===== src/rtl/prime_number.sv =====
// Sequential prime scanner: trial-divides every candidate from 2 up to numMax,
// one divisor per clock, and reports the latest prime, last checked value and prime count.
module prime_number #(
    parameter int W = 11
) (
    input  logic         clk,
    input  logic         rst,
    input  logic [W-1:0] numMax,
    output logic [W-1:0] prime,
    output logic [W-1:0] numberChecked,
    output logic [W-1:0] numberOfPrimes
);

    typedef enum logic [1:0] {
        START,
        TEST,
        DONE
    } state_t;

    state_t state_q, state_d;

    logic [W-1:0]   max_q, max_d;
    logic [W-1:0]   cand_q, cand_d;
    logic [W-1:0]   div_q, div_d;
    logic [W-1:0]   prime_q, prime_d;
    logic [W-1:0]   checked_q, checked_d;
    logic [W-1:0]   count_q, count_d;

    logic [2*W-1:0] div_sq;
    logic [W-1:0]   rem;
    logic           is_prime;
    logic           is_composite;
    logic           limit_changed;

    // Square is kept at full double width so the prime test never truncates.
    always_comb begin
        div_sq        = {{W{1'b0}}, div_q} * {{W{1'b0}}, div_q};
        rem           = cand_q % div_q;
        is_prime      = div_sq > {{W{1'b0}}, cand_q};
        is_composite  = (rem == '0);
        limit_changed = (numMax != max_q);
    end

    always_comb begin
        state_d   = state_q;
        max_d     = max_q;
        cand_d    = cand_q;
        div_d     = div_q;
        prime_d   = prime_q;
        checked_d = checked_q;
        count_d   = count_q;

        case (state_q)
            START: begin
                max_d     = numMax;
                prime_d   = '0;
                checked_d = '0;
                count_d   = '0;
                cand_d    = W'(2);
                div_d     = W'(2);
                state_d   = (numMax < W'(2)) ? DONE : TEST;
            end

            TEST: begin
                if (limit_changed) begin
                    state_d = START;
                end else if (is_prime || is_composite) begin
                    checked_d = cand_q;
                    if (is_prime) begin
                        prime_d = cand_q;
                        count_d = count_q + W'(1);
                    end
                    if (cand_q == max_q) begin
                        state_d = DONE;
                    end else begin
                        cand_d = cand_q + W'(1);
                        div_d  = W'(2);
                    end
                end else begin
                    div_d = div_q + W'(1);
                end
            end

            DONE: begin
                if (limit_changed) begin
                    state_d = START;
                end
            end

            default: begin
                state_d = START;
            end
        endcase
    end

    always_ff @(posedge clk or negedge rst) begin
        if (!rst) begin
            state_q   <= START;
            max_q     <= '0;
            cand_q    <= W'(2);
            div_q     <= W'(2);
            prime_q   <= '0;
            checked_q <= '0;
            count_q   <= '0;
        end else begin
            state_q   <= state_d;
            max_q     <= max_d;
            cand_q    <= cand_d;
            div_q     <= div_d;
            prime_q   <= prime_d;
            checked_q <= checked_d;
            count_q   <= count_d;
        end
    end

    assign prime          = prime_q;
    assign numberChecked  = checked_q;
    assign numberOfPrimes = count_q;

endmodule


===== config.mk =====
export PLATFORM = sky130hd
export DESIGN_NAME = prime_number
export DESIGN_NICKNAME = d
export VERILOG_FILES = /design/src/rtl/prime_number.sv
export SDC_FILE = /design/constraint.sdc
export NUM_CORES = 1
export LEC_CHECK = 0
export ABC_AREA = 1
export BUFFER_PORTS_ARGS = -buffer_cell sky130_fd_sc_hd__buf_2
export CORE_MARGIN = 5
export CORE_UTILIZATION = 35
export CTS_BUF_LIST = sky130_fd_sc_hd__clkbuf_4
export DETAILED_ROUTE_END_ITERATION = 10
export PLACE_DENSITY_LB_ADDON = 0.15
export SLEW_MARGIN = 20
export SYNTH_ARGS = -nofsm -noshare
export SYNTH_HDL_FRONTEND = slang
export SYNTH_SLANG_ARGS = --single-unit

===== constraint.sdc =====
create_clock -name clk -period 14.6 [get_ports clk]
set_input_delay 1.46 -clock clk [delete_from_list [all_inputs] [get_ports clk]]
set_output_delay 1.46 -clock clk [all_outputs]
set_load 0.01 [all_outputs]

; ---- Yosys cells after proc, flatten, opt, wreduce, memory -nomap -nowiden
; Index checks and enable logic that the tools add are counted.
[classes]
add_sub_neg = 3
multipliers = 1
n_div = 1
n_lt_le_gt_ge = 2
eq_ne = 12
mux = 25
n_reduce_logical = 9
[op_table]
columns = cell, n
row1 = 11-bit 2-to-1 mux, 14
row2 = 11-bit case mux with 2 select lines, 5
row3 = 11-bit by 1-bit adder with 11-bit output (second input constant), 3
row4 = 22-bit by 11-bit > comparator with 1-bit output, 1
row5 = 11-bit by 11-bit multiplier with 22-bit output, 1
row6 = 11-bit == test, 1
row7 = 11-bit zero test, 1
row8 = 11-bit by 2-bit less-than comparator with 1-bit output (second input constant), 1
row9 = 11-bit by 11-bit modulo with 11-bit output, 1
row10 = 11-bit inequality test, 1
row11 = 2-bit 2-to-1 mux, 5
row12 = 2-bit inequality test (second input constant), 5
row13 = 3-bit inequality test (second input constant), 3
row14 = 3-bit AND reduction, 3
row15 = 4-bit AND reduction, 2
row16 = 2-bit case mux with 3 select lines, 1
row17 = 2-bit by 1-bit == test with 1-bit output (second input constant), 1
row18 = 2-bit == test (second input constant), 1
row19 = 2-bit zero test, 1
row20 = 2-bit nonzero test, 1
row21 = 1-bit logical OR, 1
[word_totals]
regBits = 68
output_inout_bits = 33
elab_cells = 60

; ---- Logic depth before layout (Yosys ltp)
[logic_depth]
word_depth = 6
mapped_depth = 126
mapped_depth_nobuf = 122

; ---- Worst setup path before layout
; No wires, ideal clock.
[synth_timing]
path_kind = reg-to-reg
startpoint = reg div_q[0]
endpoint = reg count_q[2], in the netlist numberOfPrimes[2]
setup_ns = 0.117
arrival_ns = 13.393
slack_ns = 1.089
stages_incl_launch_ff = 121
period_less_slack_ns = 13.511
path_cell_list = dfrtp_1 clkbuf_1 inv_1 ha_1 nor2_1 nor3_1 nand2_1 nand2_1 nand2_1 ha_1 o21ai_0 nand2_1 nand3_1 nand2_1 nand2_1 ha_1 nand2_1 nand3b_1 [... 85 more ...] inv_1 ha_1 a21oi_1 nand2_1 a21oi_1 o21bai_1 or2_2 a21oi_1 nand4_1 a31oi_1 nand4_1 nand2_2 nand2_8 nand2_8 nand3_4 buf_6 nand2_1 nand2_1
[synth_between]
elab_chain_cells = 5
elab_cells_between_ends = 8
[synth_lines]
columns = item, line_no
row1 = from (decl), 24  ; logic [W-1:0] div_q, div_d;
row2 = from (signal assigned), 109  ; div_q <= div_d;
row3 = 11-bit by 11-bit modulo with 11-bit output / 11-bit by 11-bit multiplier with 22-bit output (equally long branches), "38, 37"
row4 = 11-bit zero test / 22-bit by 11-bit > comparator with 1-bit output (equally long branches), "40, 39"
row5 = 1-bit logical OR, 67  ; end else if (is_prime || is_composite) begin
row6 = 2-bit inequality test (no source line), --
row7 = 4-bit AND reduction (no source line) (*), --
row8 = to (signal assigned), 112  ; count_q <= count_d;
row9 = to (decl), 27  ; logic [W-1:0] count_q, count_d;
; Mark *: on every way between the ends. The rest lies on a longest branch, timed or not.
; A chain may end at the register's enable or synchronous reset.

; ---- Worst setup path after layout
[layout_timing]
startpoint = reg div_q[0]
endpoint = reg count_q[5], in the netlist numberOfPrimes[5]
; The elaborated chain is that of the path after synthesis.

==> reports/metrics.yaml <==
final_util_pct: 40.6
hold_path_end: "prime[6]"
clock_path_buffers: 2
syn_area_um2: 11000
multi_input_area_um2: 8750
synth_top_area_share_pct: 15.2
cts_tree: "built"
ff_latch_area_um2: 1710
worstHoldPathType: "flip-flop to flip-flop"
holdPathStages: 2
grt_pass1_wl_mm: 50.3
fin_skew_ns: 0.0186
final-max-slew-violation-count: 0
r2r_start: "div_q[0]"
critPathTopFamily: "simple AND/OR/NAND/NOR gates"
rr_endpoint: "numberOfPrimes[5]"
synth_top_family_by_area: "simple AND/OR/NAND/NOR gates"
synth.area.top_cells: "ha_1 15%, dfrtp_1 15%, nand2_1 15%"
worstSetupPathType: "flip-flop to flip-flop"
cts_buffers: 9
synthMuxAreaShare_pct: 0
clkLatencyLatePin_ns: 0.45
syn_nets: 1803
final_common_cell: "nand2_1"
tightestPinTransition_ns: 1.00
drtAntennaViolNets: 0
hold_viol: 0
gp_congestion: 0.857
cp-start-kind: "flip-flop"
cpPeakStageDelay_ns: 0.39
hold_buffers: 0
antenna_found_initial: 0
setup_viol: 0
grt_pass1_vias: 9894
fp.dieW_um: 187
htree_num_levels: 3
maxSlewHeadroom_pct: 33.1
cap_violations: 0
grt-ovfl-total: 0
drive_gt1_share_pct: 16.8
synth_xor_area_share_pct: 6.12
arrival_ns: 13.91
die_area_um2: 35100
wl_per_cell_um: 15.1
fin_nets: 1862
seq_area_frac_synth_pct: 15.5
fill_cells: 3300
synthDistinctLibCells: 53
synthArstFlopShare_pct: 100
path_clk_slew_ns: 0.14
fin_area_um2: 12700
hpwl_mm: 23.7
period_share_pct: 92.9
rows: 65
placed_cell_area_um2: 11700
synth_seq_cells: 68
worst-path-buf-inv: 10
crit_path_end_kind: "flip-flop"
fmax_ghz: 0.0737
cp.depth: 117
min_period_ns: 13.56
core_area_um2: 31300
syn2layout_area_growth_pct: 15.2
cts_root_buffer: "clkbuf_4"
synth_compound_area_share_pct: 8.14
critPathRequiredTime_ns: 14.94
crit_top_cell: "nand2_1"
vias: 10200
drt_wl_total_mm: 31.1
r2r_cells: 117
port_buffers: 45
grt_start_max_net_pins: 69
synth-simple-area-share_pct: 32.1
dp_cells: 2011
final_cells: 2058
syn_inst: 1592
syn_avg_cell_area_um2: 6.92
ys.flop_type: "dfrtp_1"
crit_path_max_fanout: 11
dr.pass1.iters: 5
worstHoldStart: "prime[6]"
via_per_inst: 4.96
final_cell_mix: "408 x nand2_1, 241 x inv_1, 118 x nand3_1, 109 x ha_1, 77 x nor2_1"
slowest_stage: "dfrtp_1"
cts_sinks: 68
synthAdderAreaFrac_pct: 26.8
status: "finished, final reports clean"
reg2reg_slack_ns: 1.04
antenna_cells: 0
grt_use_total_pct: 17.1
initial_utilization_pct: 35.2
boundaryPins: 46
die_y_um: 187
synth_top_cell_by_area: "ha_1"
drt_iter0_drc: 485
yosysWarnings: 0
synth_edf_count: 0
drc_errors: 0
-- worst min-delay path: cells and delay by family, from the launching register on --
family           cells  cell delay (ns)
DFF                  1             0.37
and+or+nand+nor      2             0.10
-- how the worst max path moves through the flow --
stage,endpoint,slack (ns),from
detailed placement,prime[10],-0.07,div_q[0]
CTS,prime[10],0.03,div_q[0]
global route,prime[9],-0.13,div_q[0]
floorplan,numberOfPrimes[2],1.09,div_q[0]
global placement,prime[10],0.12,div_q[0]
finish,numberOfPrimes[5],1.04,div_q[0]
-- metrics by stage --
stage	TNS [ns]	hold WS (ns)	setup WS, ns
after floorplan	0	0.487	1.09
after global placement	0	0.458	0.125
after detailed placement	-1.13	0.462	-0.0689
after CTS	0	0.493	0.0314
after global routing	-4.00	0.529	-0.130
final	0	0.487	1.04
-- registers in the layout, summed over array words and instances, names as in the netlist --
name	count
div_q	11
max_q	11
state_q	2
numberOfPrimes	11
numberChecked	11
cand_q	11
prime	11
-- cell type report --
cell class	count	area share (%)
clock inverter	7	0.532
sequential	68	13.4
clock buffer	9	0.532
tap	402	3.96
timing repair buffer	93	4.84
inverter	260	7.82
multi-input combinational	1219	68.9
-- Yosys cell counts (9+ instances only) --
cell and number:
a21oi_1 59, buf_2 11, clkbuf_1 28, dfrtp_1 66
fa_1 64, ha_1 134, inv_1 249, nand2_1 436
nand2_2 12, nand3_1 124, nand4_1 39, nor2_1 79
nor3_1 27, nor4_1 9, o21ai_0 38, o21ai_1 20
o21bai_1 9, or2_2 21, xnor2_1 22, xor2_1 55
-- timing repair --
item | in CTS | in global routing
buffers inserted | 0 | 25
gates resized for setup | 4 | 123
endpoints found under the hold margin | 0 | 0
pin swaps | 0 | 46
gates cloned | 1 | 5
endpoints found under the setup margin | 43 | 57
-- kinds of logic (layout without fill, tap and decap cells) --
| group | Yosys count | after routing |
|---|---|---|
| XOR/XNOR | 77 | 77 |
| AO/OA/AOI/OAI | 157 | 157 |
| flip-flops | 68 | 68 |
| buffers and inverters | 311 | 369 |
| adder cells (fa/ha/maj) | 198 | 198 |
| AND/OR/NAND/NOR | 781 | 787 |
-- per-layer routing --
| metal | global-route usage [%] | vias up | routed length (um) |
|---|---|---|---|
| met5 | 0 | - | 0 |
| met4 | 2.71 | 0 | 382 |
| met3 | 1.81 | 26 | 944 |
| met2 | 28.0 | 125 | 14400 |
| met1 | 25.0 | 4825 | 15400 |
| li1 | - | 5233 | - |
Power is left out: the tool's default activity adds up to more than one toggle a clock period on the data nets, which glitch-free logic cannot reach.
